--- src/rtl/load_pkg.sv ---
// Load_pkg: load funct3 encodings and the byte-offset legality check.
package Load_pkg;
  localparam logic [2:0] LB = 3'd0;
  localparam logic [2:0] LH = 3'd1;
  localparam logic [2:0] LW = 3'd2;
  localparam logic [2:0] LBU = 3'd4;
  localparam logic [2:0] LHU = 3'd5;
  function automatic logic load_ok(input logic [2:0] funct3, input logic [1:0] off);
    return (funct3 == LB || funct3 == LBU) ||
           ((funct3 == LH || funct3 == LHU) && !off[0]) ||
           (funct3 == LW && off == 2'd0);
  endfunction
endpackage

--- src/rtl/wb_pkg.sv ---
// Wb_pkg: writeback source selection shared by the pipeline stages.
package Wb_pkg;
  typedef enum logic [2:0] {WNONE, PC2, PC4, ALU, MEM} wb_op_t;
endpackage

--- src/rtl/mem_wb_stall_stage_load_align.sv ---
// load_align: picks the addressed byte/halfword/word out of a memory word and extends it.
module load_align import Load_pkg::*; #(
  parameter int XLEN = 32
) (
  input  logic [2:0]      funct3,
  input  logic [1:0]      off,
  input  logic [XLEN-1:0] data,
  output logic [XLEN-1:0] value
);
  logic [31:0] sh;
  assign sh = data[31:0] >> {off, 3'b000};
  always_comb
    value = funct3 == LB  ? {{(XLEN-8){sh[7]}}, sh[7:0]} :
            funct3 == LBU ? {{(XLEN-8){1'b0}}, sh[7:0]} :
            funct3 == LH  ? {{(XLEN-16){sh[15]}}, sh[15:0]} :
            funct3 == LHU ? {{(XLEN-16){1'b0}}, sh[15:0]} :
                            {{(XLEN-32){sh[31]}}, sh};
endmodule

--- src/rtl/mem_wb_stall_stage.sv ---
// mem_wb_stall_stage: writeback stage with load stall, sub-word alignment and forwarding history.
module mem_wb_stall_stage import Wb_pkg::*, Load_pkg::*; #(
  parameter int XLEN = 32,
  parameter int REGID_W = 8,
  parameter int DEPTH = 2
) (
  input  logic                           clk,
  input  logic                           reset,
  input  logic                           in_valid,
  output logic                           in_ready,
  input  wb_op_t                         in_wb_op,
  input  logic [2:0]                     in_funct3,
  input  logic [REGID_W-1:0]             in_rd,
  input  logic [XLEN-1:0]                in_pc,
  input  logic [XLEN-1:0]                in_alu,
  input  logic [1:0]                     in_addr_lo,
  input  logic                           mem_rsp_valid,
  input  logic [XLEN-1:0]                mem_rsp_data,
  output logic                           regs_write_out,
  output logic [REGID_W-1:0]             regs_wr_id_out,
  output logic [XLEN-1:0]                regs_data_out,
  output logic                           bad_load_out,
  output logic [DEPTH-1:0]               hist_valid_out,
  output logic [DEPTH-1:0][REGID_W-1:0]  hist_rd_out,
  output logic [DEPTH-1:0][XLEN-1:0]     hist_data_out
);
  typedef enum logic {IDLE, WAIT_MEM} state_t;
  state_t state, next;
  logic [2:0] pend_f3, ld_f3;
  logic [REGID_W-1:0] pend_rd, wr_rd;
  logic [1:0] pend_off, ld_off;
  logic [XLEN-1:0] ld_val, wb_data;
  logic accept, is_mem, go_wait, done_wait, load_done, ok, nonmem, wr_en, bad_now;
  assign in_ready = state == IDLE && !reset;
  assign accept = in_valid && in_ready;
  assign is_mem = in_wb_op == MEM;
  assign go_wait = accept && is_mem && !mem_rsp_valid;
  assign done_wait = state == WAIT_MEM && mem_rsp_valid;
  assign load_done = (accept && is_mem && mem_rsp_valid) || done_wait;
  assign nonmem = accept && (in_wb_op == PC2 || in_wb_op == PC4 || in_wb_op == ALU);
  load_align #(.XLEN(XLEN)) u_align (
    .funct3(ld_f3),
    .off(ld_off),
    .data(mem_rsp_data),
    .value(ld_val)
  );
  always_comb begin
    next = go_wait ? WAIT_MEM : done_wait ? IDLE : state;
    ld_f3 = done_wait ? pend_f3 : in_funct3;
    ld_off = done_wait ? pend_off : in_addr_lo;
    wr_rd = done_wait ? pend_rd : in_rd;
    ok = load_ok(ld_f3, ld_off);
    bad_now = load_done && !ok;
    wr_en = (nonmem || (load_done && ok)) && wr_rd != '0;
    wb_data = load_done ? ld_val :
              in_wb_op == PC2 ? in_pc + XLEN'(2) :
              in_wb_op == PC4 ? in_pc + XLEN'(4) : in_alu;
  end
  always_ff @(posedge clk) begin
    if (reset) begin
      state <= IDLE;
      pend_f3 <= '0;
      pend_rd <= '0;
      pend_off <= '0;
      regs_write_out <= 1'b0;
      regs_wr_id_out <= '0;
      regs_data_out <= '0;
      bad_load_out <= 1'b0;
      hist_valid_out <= '0;
      hist_rd_out <= '0;
      hist_data_out <= '0;
    end else begin
      state <= next;
      regs_write_out <= wr_en;
      bad_load_out <= bad_now;
      if (go_wait) begin
        pend_f3 <= in_funct3;
        pend_rd <= in_rd;
        pend_off <= in_addr_lo;
      end
      if (wr_en) begin
        regs_wr_id_out <= wr_rd;
        regs_data_out <= wb_data;
        for (int i = DEPTH - 1; i > 0; i--) begin
          hist_valid_out[i] <= hist_valid_out[i-1];
          hist_rd_out[i] <= hist_rd_out[i-1];
          hist_data_out[i] <= hist_data_out[i-1];
        end
        hist_valid_out[0] <= 1'b1;
        hist_rd_out[0] <= wr_rd;
        hist_data_out[0] <= wb_data;
      end
    end
  end
endmodule
--- config.mk ---
export PLATFORM = sky130hd
export DESIGN_NAME = mem_wb_stall_stage
export DESIGN_NICKNAME = d
export VERILOG_FILES = /design/src/rtl/load_pkg.sv /design/src/rtl/wb_pkg.sv /design/src/rtl/mem_wb_stall_stage_load_align.sv /design/src/rtl/mem_wb_stall_stage.sv
export SDC_FILE = /design/constraint.sdc
export NUM_CORES = 1
export LEC_CHECK = 0
export BUFFER_PORTS_ARGS = -buffer_cell sky130_fd_sc_hd__buf_4
export CAP_MARGIN = 10
export CORE_UTILIZATION = 40
export CTS_CLUSTER_SIZE = 30
export DETAILED_ROUTE_END_ITERATION = 8
export PLACE_DENSITY = 0.69
export SETUP_SLACK_MARGIN = 0.02
export SYNTH_ARGS = -nofsm -noshare
export SYNTH_HDL_FRONTEND = slang
export SYNTH_SLANG_ARGS = --single-unit
--- constraint.sdc ---
create_clock -name clk -period 2.05 [get_ports clk]
set_input_delay 0.3075 -clock clk [delete_from_list [all_inputs] [get_ports clk]]
set_output_delay 0.3075 -clock clk [all_outputs]
set_load 0.02 [all_outputs]
==> impl_metrics.csv, run 1 <==
group,metric,value,unit
finish,post-route-cell-area,10500,µm²
power_and_ir_drop,sequentialPowerShare,0.380,
logic_synthesis,synth.distinct_cells,79,
global_routing,grt_first_pass_wirelength,39800,µm
place,placement.setup.worst_slack,-0.512,ns
cts,worst_skew_pair.late_latency,0.34,ns
logic_synthesis,synth_seq_area_share,0.300,
finish,n_antenna_cell,0,
place,buffer_ports.inserted,240,
global_routing,global_route.overflow_total,0,
finish,areaGrowthSynthToFinish,60.5,%
routing,drt_iter0_drcs,637,
cts,tritoncts_num_sinks,98,
routing,drt-pass1-iter-count,5,
critical_path,ff2ff_setup_slack,-0.14,ns
hold_path,hold_class,"input pin to flop",
logic_synthesis,ys.flop_type,"sky130_fd_sc_hd__dfxtp_1",
cts,cts_made_buffers,9,
critical_path,cp_cell_sequence,"a211o_1 > o31ai_4 > buf_6 > a31o_4 > a32oi_4 > buf_6 > nor2b_4 > buf_12 > buf_8 > buf_6 > o211ai_1 > a21oi_1",
routing,drt_antenna_net_count,0,
logic_synthesis,asyncSetResetFlopFracSynth,0,
cts,holdBufCountCts,0,
outcome,status,"finished, violations left",
critical_path,timing.critical_path.slowest_cell_delay,0.39,ns
global_routing,vias_in_the_first_global_route,7560,
logic_synthesis,ys_top_cells_by_area,"sky130_fd_sc_hd__dfxtp_1, sky130_fd_sc_hd__nand2_1, sky130_fd_sc_hd__a21oi_1",
routing,vias,8254,
global_routing,globalRouteTotalUtil,0.307,
timing,hold_viol_final,0,
place,detailed_place.area,9310,µm²
finish,final_core_util,0.659,
place,place_congestion,1.00,
cts,max-clock-path-buffers,2,
critical_path,path_buf_inv,5,
logic_synthesis,mux_cell_area_share_after_synthesis,0.0453,
critical_path,cp.arrival,2.40,ns
critical_path,crit_slowest_cell,"sky130_fd_sc_hd__dfxtp_4",
routing,post-route-drc-count,0,
floorplan,fp.dieH,130,µm
logic_synthesis,main_combinational_cell_family_by_area_after_synthesis,"simple AND/OR/NAND/NOR gates",
finish,stdcell_count,1452,
place,dp_hpwl,20100,µm
power_and_ir_drop,leakagePower,4.53,nW
routing,post_drt_via_cell_ratio,5.68,
logic_synthesis,synth-simple-area-share,0.285,
place,dpl.cell_count,1411,
timing,timing_max_transition_violations_final,0,
timing,finalWorstSetupSlack,-0.135,ns
routing,finalWirelength,26900,µm
finish,nNetsFinal,1350,
power_and_ir_drop,ir_drop,0.000379,V
floorplan,core_area,15900,µm²
finish,drive_gt1_frac,0.445,
power_and_ir_drop,power.net_switching,0.00156,W
run,cap_viol_max_count,0,
power_and_ir_drop,power_report.internal_total,0.00371,W
critical_path,cp_common_cell,"sky130_fd_sc_hd__buf_6",
power_and_ir_drop,combinational_power_share,0.276,
logic_synthesis,synthesis.yosys.warnings,0,
global_routing,pin_count_of_the_biggest_net_entering_global_routing,63,
floorplan,rows,46,
timing,worst_slew_pin_slew,0.754,ns
cts,clkSlewWorstSetupHoldPaths,0.07,ns
timing,report.final.setup_viol,64,
logic_synthesis,synthAdderAreaFrac,0.00382,
floorplan,io_pins,241,
timing,slew-limit-headroom,0.498,
timing,worst_clock_skew,0.00906,ns
floorplan,initial_core_util,0.411,
floorplan,fp.dieArea,16900,µm²
logic_synthesis,synth_top_cell_area_share,0.300,
global_routing,antenna_found_initial,0,
floorplan,dieWidth,130,µm
routing,wl_per_cell,18.5,µm
power_and_ir_drop,power_density,502,nW/µm²
critical_path,crit_path_max_fanout,9,
cts,clock_tree.htree_level_count,3,
logic_synthesis,yosys_register_bits,98,
logic_synthesis,syn_nets,1020,
logic_synthesis,synthCells,902,
timing,rsz_0062_raised_after_global_routing,"true",
timing,maxClockFrequency,458,MHz
critical_path,element_type_at_the_critical_path_start,"flop",
critical_path,critPathKind,"flop to flop",
critical_path,crit_family,"compound AO/OA/AOI/OAI gates",
logic_synthesis,yosysTopAreaCell,"sky130_fd_sc_hd__dfxtp_1",
power_and_ir_drop,power.total,0.00527,W
finish,final_common_cell,"sky130_fd_sc_hd__buf_4",
cts,tritoncts,"yes",
logic_synthesis,xor_xnor_fraction_of_synth_area,0.0174,
logic_synthesis,synth_compound_gate_area_share,0.250,
timing,period_needed,2.19,ns
logic_synthesis,synth-edff-count,0,
timing,timing.final.crit_share,1.07,
power_and_ir_drop,power.switching_fraction,0.296,
critical_path,setup.worst_path.end_class,"flop",
outcome,violations,"setup timing",
logic_synthesis,post_synth.cell_area_avg,7.26,µm²
logic_synthesis,synthesis.area,6550,µm²
critical_path,cp_data_required_time,2.26,ns
cts,cts-root-buf,"sky130_fd_sc_hd__clkbuf_16",
finish,most-common-layout-cells,"sky130_fd_sc_hd__buf_4, sky130_fd_sc_hd__nand2_1, sky130_fd_sc_hd__dfxtp_1",
power_and_ir_drop,clockPowerShare,0.344,
cells by family (layout without fill, tap and decap cells):
kind of cell | after synthesis | after routing
AND/OR/NAND/NOR | 391 | 391
AO/OA/AOI/OAI | 251 | 251
buffers and inverters | 118 | 452
flip-flops | 98 | 98
multiplexers | 29 | 29
XOR/XNOR | 13 | 13
adder cells (fa/ha/maj) | 2 | 2
layer usage:
metal | vias up | part of all wire | global-route usage
li1 | 3878 | - | -
met1 | 3850 | 0.41 | 0.397
met2 | 465 | 0.48 | 0.518
met3 | 61 | 0.083 | 0.0476
met4 | 0 | 0.027 | 0.105
met5 | - | 0 | 0
cell usage after synthesis, types with 3 or more instances:
cell type / number
sky130_fd_sc_hd__nand2_1: 181
sky130_fd_sc_hd__a21oi_1: 104
sky130_fd_sc_hd__dfxtp_1: 98
sky130_fd_sc_hd__nor2_1: 57
sky130_fd_sc_hd__buf_4: 44
sky130_fd_sc_hd__nand3_1: 37
sky130_fd_sc_hd__o21ai_0: 37
sky130_fd_sc_hd__clkbuf_1: 33
sky130_fd_sc_hd__buf_2: 25
sky130_fd_sc_hd__mux2i_1: 24
sky130_fd_sc_hd__nor3_1: 19
sky130_fd_sc_hd__nand4_1: 18
sky130_fd_sc_hd__nor4_1: 14
sky130_fd_sc_hd__and3_1: 13
sky130_fd_sc_hd__o211ai_1: 13
sky130_fd_sc_hd__inv_1: 12
sky130_fd_sc_hd__a311oi_1: 11
sky130_fd_sc_hd__a211oi_1: 9
sky130_fd_sc_hd__a31oi_1: 8
sky130_fd_sc_hd__a221oi_1: 7
sky130_fd_sc_hd__a22oi_1: 7
sky130_fd_sc_hd__o31ai_1: 7
sky130_fd_sc_hd__xor2_1: 7
sky130_fd_sc_hd__or2_2: 6
sky130_fd_sc_hd__xnor2_1: 6
sky130_fd_sc_hd__a32o_1: 5
sky130_fd_sc_hd__and2_1: 5
sky130_fd_sc_hd__mux2_2: 5
sky130_fd_sc_hd__nand2b_1: 5
sky130_fd_sc_hd__and4_1: 4
sky130_fd_sc_hd__nor2b_1: 4
sky130_fd_sc_hd__o21ai_1: 4
sky130_fd_sc_hd__o221ai_1: 4
sky130_fd_sc_hd__buf_1: 3
sky130_fd_sc_hd__nor3b_1: 3
sky130_fd_sc_hd__o22ai_1: 3
sky130_fd_sc_hd__o311ai_0: 3
sky130_fd_sc_hd__or4_1: 3
cell type report:
type | count | area [µm²]
repair buffers | 425 | 3540
multi-input cells | 686 | 4370
clock buffers | 9 | 225
fillers | 1338 | 5430
clock inverters | 6 | 92.6
well taps | 216 | 270
inverters | 12 | 45.0
flip-flops and latches | 98 | 1970
flip-flops by register name, indices dropped and copies added, names as in the netlist:
name	count
pend_off	2
state	1
hist_data_out	64
pend_rd	8
hist_rd_out	16
bad_load_out	1
hist_valid_out	2
regs_write_out	1
pend_f3	3
stage by stage:
step | TNS, ns | hold slack, ns
5_1_grt | -8.65 | 0.172
4_1_cts | -1.33 | 0.162
6_report | -3.62 | 0.173
3_3_place_gp | -13.01 | 0.442
3_5_place_dp | -16.06 | 0.447
2_1_floorplan | 0 | 0.451
power groups by stage:
stage	logic [W]	clock network (W)	registers, W
6_report	0.00146	0.00181	0.00200
5_1_grt	0.00154	0.00191	0.00201
4_1_cts	0.00137	0.00182	0.00200
3_5_place_dp	0.00127	0	0.00204
3_3_place_gp	0.00127	0	0.00204
2_1_floorplan	0.000569	0	0.00208
worst paths after layout:
check | from | endpoint | cells after the start
min reg2reg | hist_data_out[44] | hist_data_out[44] | 2
max | state | hist_data_out[1] | 12
max reg2reg | state | hist_data_out[1] | 12
min | reset | state | 2
timing repair:
item	in CTS	in global routing
pin swaps	50	30
buffers inserted	16	5
endpoints found under the hold margin	0	0
setup endpoints to repair	83	83
resized for setup	80	76
gates cloned	5	4
Note: power is estimated with default switching activity, not from simulation.
==> run 2, diff against run 1 <==
--- a/config.mk
+++ b/config.mk
@@ -10,7 +10,7 @@
 export CORE_UTILIZATION = 40
 export CTS_CLUSTER_SIZE = 30
 export DETAILED_ROUTE_END_ITERATION = 8
-export PLACE_DENSITY = 0.69
+export PLACE_DENSITY = 0.67
 export SETUP_SLACK_MARGIN = 0.02
 export SYNTH_ARGS = -nofsm -noshare
 export SYNTH_HDL_FRONTEND = slang
==> constraint.sdc (replaced) <==
create_clock -name clk -period 2.6 [get_ports clk]
set_input_delay 0.39 -clock clk [delete_from_list [all_inputs] [get_ports clk]]
set_output_delay 0.39 -clock clk [all_outputs]
set_load 0.02 [all_outputs]
==> impl_metrics.csv, run 2 (same netlist as run 1, synthesis figures left out) <==
group,metric,value,unit
outcome,status,"complete, no violations",
critical_path,cp.arrival,2.65,ns
floorplan,core_area,15900,µm²
finish,largest_reg_flops,64,
cts,cts_made_buffers,9,
routing,vias,7488,
cts,tritoncts_num_sinks,98,
finish,footprint_of_the_flip_flops_and_latches,1960,µm²
timing,period_needed,2.42,ns
timing,timing.setup.tns,0,ns
finish,nNetsFinal,1200,
power_and_ir_drop,leakagePower,3.61,nW
cts,clock_tree.htree_level_count,3,
timing,timing_max_transition_violations_final,0,
timing,worst_clock_skew,0.00887,ns
routing,post-route-drc-count,0,
floorplan,fp.dieArea,16900,µm²
routing,finalWirelength,24000,µm
finish,final_common_cell,"sky130_fd_sc_hd__buf_4",
critical_path,worstReg2RegStart,"state",
place,buffer_ports.inserted,240,
critical_path,setup.worst_path.end_class,"flop",
place,dp_hpwl,18500,µm
finish,fillers,1536,
routing,drt_iter0_drcs,649,
global_routing,globalRouteTotalUtil,0.284,
place,place_congestion,0.972,
hold_path,hold_class,"input pin to flop",
floorplan,fp.dieH,130,µm
critical_path,critPathKind,"flop to flop",
cts,clkSlewWorstSetupHoldPaths,0.07,ns
cts,tritoncts,"yes",
cts,holdBufCountCts,0,
critical_path,crit_path_max_fanout,15,
floorplan,initial_core_util,0.411,
timing,maxClockFrequency,413,MHz
power_and_ir_drop,power_density,440,nW/µm²
cts,ctsResizeCount,0,
finish,multi_input_area,3950,µm²
timing,report.final.setup_viol,0,
finish,n_antenna_cell,0,
routing,drt_antenna_net_count,0,
timing,hold_viol_final,0,
finish,most-common-layout-cells,"sky130_fd_sc_hd__buf_4, sky130_fd_sc_hd__nand2_1, sky130_fd_sc_hd__a21oi_1",
finish,drive_gt1_frac,0.296,
global_routing,global_route.overflow_total,0,
global_routing,antenna_found_initial,0,
critical_path,element_type_at_the_critical_path_start,"flop",
finish,areaGrowthSynthToFinish,31.9,%
timing,worst_slew_pin_slew,0.704,ns
routing,post_drt_via_cell_ratio,5.75,
cts,cts-root-buf,"sky130_fd_sc_hd__clkbuf_16",
floorplan,dieWidth,130,µm
timing,slew-limit-headroom,0.519,
finish,top_register,"hist_data_out",
global_routing,vias_in_the_first_global_route,6670,
hold_path,min-delay-start,"in_rd[4]",
run,cap_viol_max_count,0,
timing,rsz_0062_raised_after_global_routing,"false",
critical_path,crit_start,"state",
floorplan,io_pins,241,
routing,drt-pass1-iter-count,5,
finish,top_regs,"hist_data_out (64), hist_rd_out (16), pend_rd (8)",
power_and_ir_drop,ir_drop,0.000288,V
cts,max-clock-path-buffers,2,
routing,wl_per_cell,18.4,µm
floorplan,rows,46,
cts,post_cts.repair.setup_buffers,0,
global_routing,grt_first_pass_wirelength,37000,µm
critical_path,cp_data_required_time,2.84,ns
global_routing,pin_count_of_the_biggest_net_entering_global_routing,66,
place,dpl.cell_count,1287,
finish,stdcell_count,1303,
cts,worst_skew_pair.late_latency,0.34,ns
timing,timing.final.crit_share,0.931,
## run 2: cell types whose count changed in the layout (fill, tap and decap cells not counted), moves of 8 or more
cell,previous run,this run
sky130_fd_sc_hd__a21oi_1,87,104
sky130_fd_sc_hd__a21oi_2,17,0
sky130_fd_sc_hd__buf_4,387,271
sky130_fd_sc_hd__buf_6,17,0
sky130_fd_sc_hd__nand2_1,165,181
sky130_fd_sc_hd__nand2_2,14,0
sky130_fd_sc_hd__nor2_1,48,56
sky130_fd_sc_hd__o21ai_0,24,37
## run 2: metal layers
layer  share of wire  vias to the layer above  GRT usage
met4           0.017                        0     0.0752
met2            0.45                      409      0.449
met5               0                        -          0
met1            0.44                     3460      0.390
met3           0.092                       32     0.0627
li1                -                     3587          -
## run 2: power breakdown
| group | switching [W] | total (W) | internal (W) |
|---|---|---|---|
| clock | 0.000576 | 0.00133 | 0.000750 |
| sequential | 0.0000422 | 0.00158 | 0.00154 |
| combinational | 0.000519 | 0.000900 | 0.000381 |
| total | 0.00114 | 0.00380 | 0.00267 |
## run 2: final timing paths
| check | cells past startpoint | endpoint | slack (ns) |
|---|---|---|---|
| min | 3 | pend_rd[4] | 0.30 |
| max | 7 | hist_data_out[23] | 0.18 |
| max reg2reg | 7 | hist_data_out[23] | 0.18 |
| min reg2reg | 2 | hist_data_out[37] | 0.45 |
## run 2: through the flow
stage | setup WS (ns) | hold slack (ns) | total power (W) | cell area [µm²] | util
global route | 0.0230 | 0.311 | 0.00397 | 8640 | 0.542
global placement | 0.0614 | 0.443 | 0.00250 | 8350 | 0.523
floorplan | 0.485 | 0.467 | 0.00209 | 6550 | -
CTS | 0.201 | 0.286 | 0.00382 | 8640 | 0.542
detailed placement | 0.0181 | 0.448 | 0.00250 | 8350 | 0.523
finish | 0.181 | 0.298 | 0.00380 | 8640 | 0.542
## run 2: critical path, cell delays in order, from the launching register on
cell	delay, ns
sky130_fd_sc_hd__dfxtp_1	0.38
sky130_fd_sc_hd__a21boi_0	0.44
sky130_fd_sc_hd__nor3b_1	0.12
sky130_fd_sc_hd__o32a_4	0.42
sky130_fd_sc_hd__a31oi_4	0.40
sky130_fd_sc_hd__nand2_4	0.11
sky130_fd_sc_hd__and3_4	0.23
sky130_fd_sc_hd__a32o_1	0.22
## run 2: layout make-up
type                       count  share of cell area
multi-input combinational    686               0.458
inverter                      12             0.00521
sequential                    98               0.227
timing repair buffer         275               0.245
clock inverter                 6             0.00753
clock buffer                  10              0.0265
tap                          216              0.0313
==> run 3, diff against run 2 <==
--- a/config.mk
+++ b/config.mk
@@ -5,8 +5,9 @@
 export SDC_FILE = /design/constraint.sdc
 export NUM_CORES = 1
 export LEC_CHECK = 0
-export BUFFER_PORTS_ARGS = -buffer_cell sky130_fd_sc_hd__buf_4
+export BUFFER_PORTS_ARGS = -buffer_cell sky130_fd_sc_hd__buf_2
 export CAP_MARGIN = 10
+export CORE_MARGIN = 3
 export CORE_UTILIZATION = 40
 export CTS_CLUSTER_SIZE = 30
 export DETAILED_ROUTE_END_ITERATION = 8
==> impl_metrics.csv, run 3 (same netlist as run 1, synthesis figures left out) <==
group,metric,value,unit
routing,post-route-drc-count,0,
critical_path,cp_cell_sequence,"and2_1 > o311ai_1 > a31o_2 > a32oi_2 > nand2b_4 > buf_12 > nand2_1 > a21oi_1",
timing,holdWs,0.290,ns
cts,holdBufCountCts,0,
critical_path,setup.worst_path.end_class,"flop",
place,buffer_ports.inserted,240,
critical_path,crit_slowest_cell,"sky130_fd_sc_hd__dfxtp_2",
cts,cts-root-buf,"sky130_fd_sc_hd__clkbuf_16",
finish,nNetsFinal,1207,
routing,vias,7452,
power_and_ir_drop,clockPowerShare,0.369,
global_routing,global_route.overflow_total,0,
cts,cts_made_buffers,9,
global_routing,vias_in_the_first_global_route,6839,
power_and_ir_drop,leakagePower,3.59,nW
finish,drive_gt1_frac,0.303,
power_and_ir_drop,ir_drop,0.000280,V
timing,timing.final.crit_share,0.897,
place,detailed_place.area,7810,µm²
finish,top_register,"hist_data_out",
global_routing,grt_first_pass_wirelength,37200,µm
floorplan,io_pins,241,
timing,rsz_0062_raised_after_global_routing,"false",
critical_path,cp.arrival,2.60,ns
place,place_congestion,0.973,
outcome,status,"complete, no violations",
finish,most-common-layout-cells,"sky130_fd_sc_hd__buf_2, sky130_fd_sc_hd__nand2_1, sky130_fd_sc_hd__a21oi_1",
power_and_ir_drop,power_density,466,nW/µm²
critical_path,crit_family,"compound AO/OA/AOI/OAI gates",
routing,drt_iter0_drcs,551,
cts,tritoncts,"yes",
timing,timing.setup.tns,0,ns
hold_path,hold_class,"input pin to flop",
finish,final_common_cell,"sky130_fd_sc_hd__buf_2",
floorplan,fp.dieArea,17900,µm²
cts,worst_skew_pair.late_latency,0.34,ns
floorplan,core_area,15900,µm²
critical_path,cp_data_required_time,2.86,ns
global_routing,pin_count_of_the_biggest_net_entering_global_routing,85,
routing,finalWirelength,24000,µm
critical_path,timing.critical_path.slowest_cell_delay,0.45,ns
floorplan,fp.dieH,134,µm
timing,report.final.setup_viol,0,
floorplan,dieWidth,134,µm
power_and_ir_drop,power.switching_fraction,0.297,
finish,largest_reg_flops,64,
routing,drt_antenna_net_count,0,
power_and_ir_drop,sequentialPowerShare,0.414,
cts,max-clock-path-buffers,2,
power_and_ir_drop,power.net_switching,0.00113,W
finish,n_antenna_cell,0,
power_and_ir_drop,combinational_power_share,0.217,
floorplan,initial_core_util,0.411,
timing,maxClockFrequency,429,MHz
cts,clock_tree.htree_level_count,3,
power_and_ir_drop,power_report.internal_total,0.00267,W
timing,slew-limit-headroom,0.391,
cts,tritoncts_num_sinks,98,
place,dp_hpwl,18900,µm
finish,top_regs,"hist_data_out (64), hist_rd_out (16), pend_rd (8)",
global_routing,antenna_found_initial,4,
timing,worst_slew_pin_slew,0.913,ns
critical_path,element_type_at_the_critical_path_start,"flop",
critical_path,crit_path_max_fanout,29,
timing,hold_viol_final,0,
global_routing,globalRouteTotalUtil,0.258,
floorplan,rows,46,
routing,post_drt_via_cell_ratio,5.69,
run,cap_viol_max_count,0,
critical_path,critPathKind,"flop to flop",
timing,worst_clock_skew,0.00873,ns
routing,drt-pass1-iter-count,5,
cts,clkSlewWorstSetupHoldPaths,0.07,ns
timing,period_needed,2.33,ns
critical_path,path_buf_inv,1,
routing,wl_per_cell,18.3,µm
finish,areaGrowthSynthToFinish,24.6,%
finish,post-route-cell-area,8160,µm²
timing,timing_max_transition_violations_final,0,
## run 3: changes by cell type in the layout (fill, tap and decap cells not counted), sizes merged
cell and delta:
buf +7, clkbuf +2, clkinvlp -1, inv -1
## run 3: final cells by class
type / instances / area [µm²]
timing repair buffer: 282 / 1590
clock buffer: 12 / 267
fill: 1603 / 7780
inverter: 12 / 45.0
clock inverter: 4 / 56.3
tap: 216 / 270
multi-input combinational: 686 / 3970
sequential: 98 / 1960
## run 3: worst register-to-register path: cells and delay by family, from the launching register on
kind | cells | cell delay [ns]
AO/OA/AOI/OAI | 4 | 0.89
flip-flops | 1 | 0.45
buffers and inverters | 1 | 0.22
AND/OR/NAND/NOR | 3 | 0.68
## run 3: layer usage
layer	share of wire	track usage	up-vias
met5	0.0023	0	-
met4	0.022	0.0709	8
met3	0.092	0.0480	48
met2	0.45	0.414	381
met1	0.43	0.356	3418
li1	-	-	3597
## run 3: path summary, 6_finish.rpt
check,startpoint,to,slack [ns],cells after the start
hold reg to reg,hist_rd_out[14],hist_rd_out[14],0.45,2
hold / removal,reset,pend_f3[0],0.29,2
setup reg to reg,state,hist_rd_out[13],0.27,8
setup / recovery,state,hist_rd_out[13],0.27,8
## run 3: power by group through the flow
stage,Sequential (W),Combinational (W),Clock [W]
after global placement,0.00161,0.000808,0
after detailed placement,0.00161,0.000807,0
final,0.00158,0.000825,0.00141
after floorplan,0.00164,0.000449,0
after global routing,0.00158,0.000888,0.00149
after CTS,0.00158,0.000810,0.00143
## run 3: timing repair
action                     4_1_cts  5_1_grt
resized for setup                1        3
pin swaps                        0        2
setup endpoints to repair        1       68
buffers inserted                 0        2
## run 3: through the flow
step	setup slack (ns)	util	power [W]	cells
6_report	0.268	0.512	0.00381	1310
5_1_grt	0.161	0.512	0.00396	1310
4_1_cts	0.0258	0.511	0.00382	1308
3_5_place_dp	0.0102	0.490	0.00242	1292
3_3_place_gp	0.00105	0.490	0.00242	1292
2_1_floorplan	0.485	-	0.00209	902
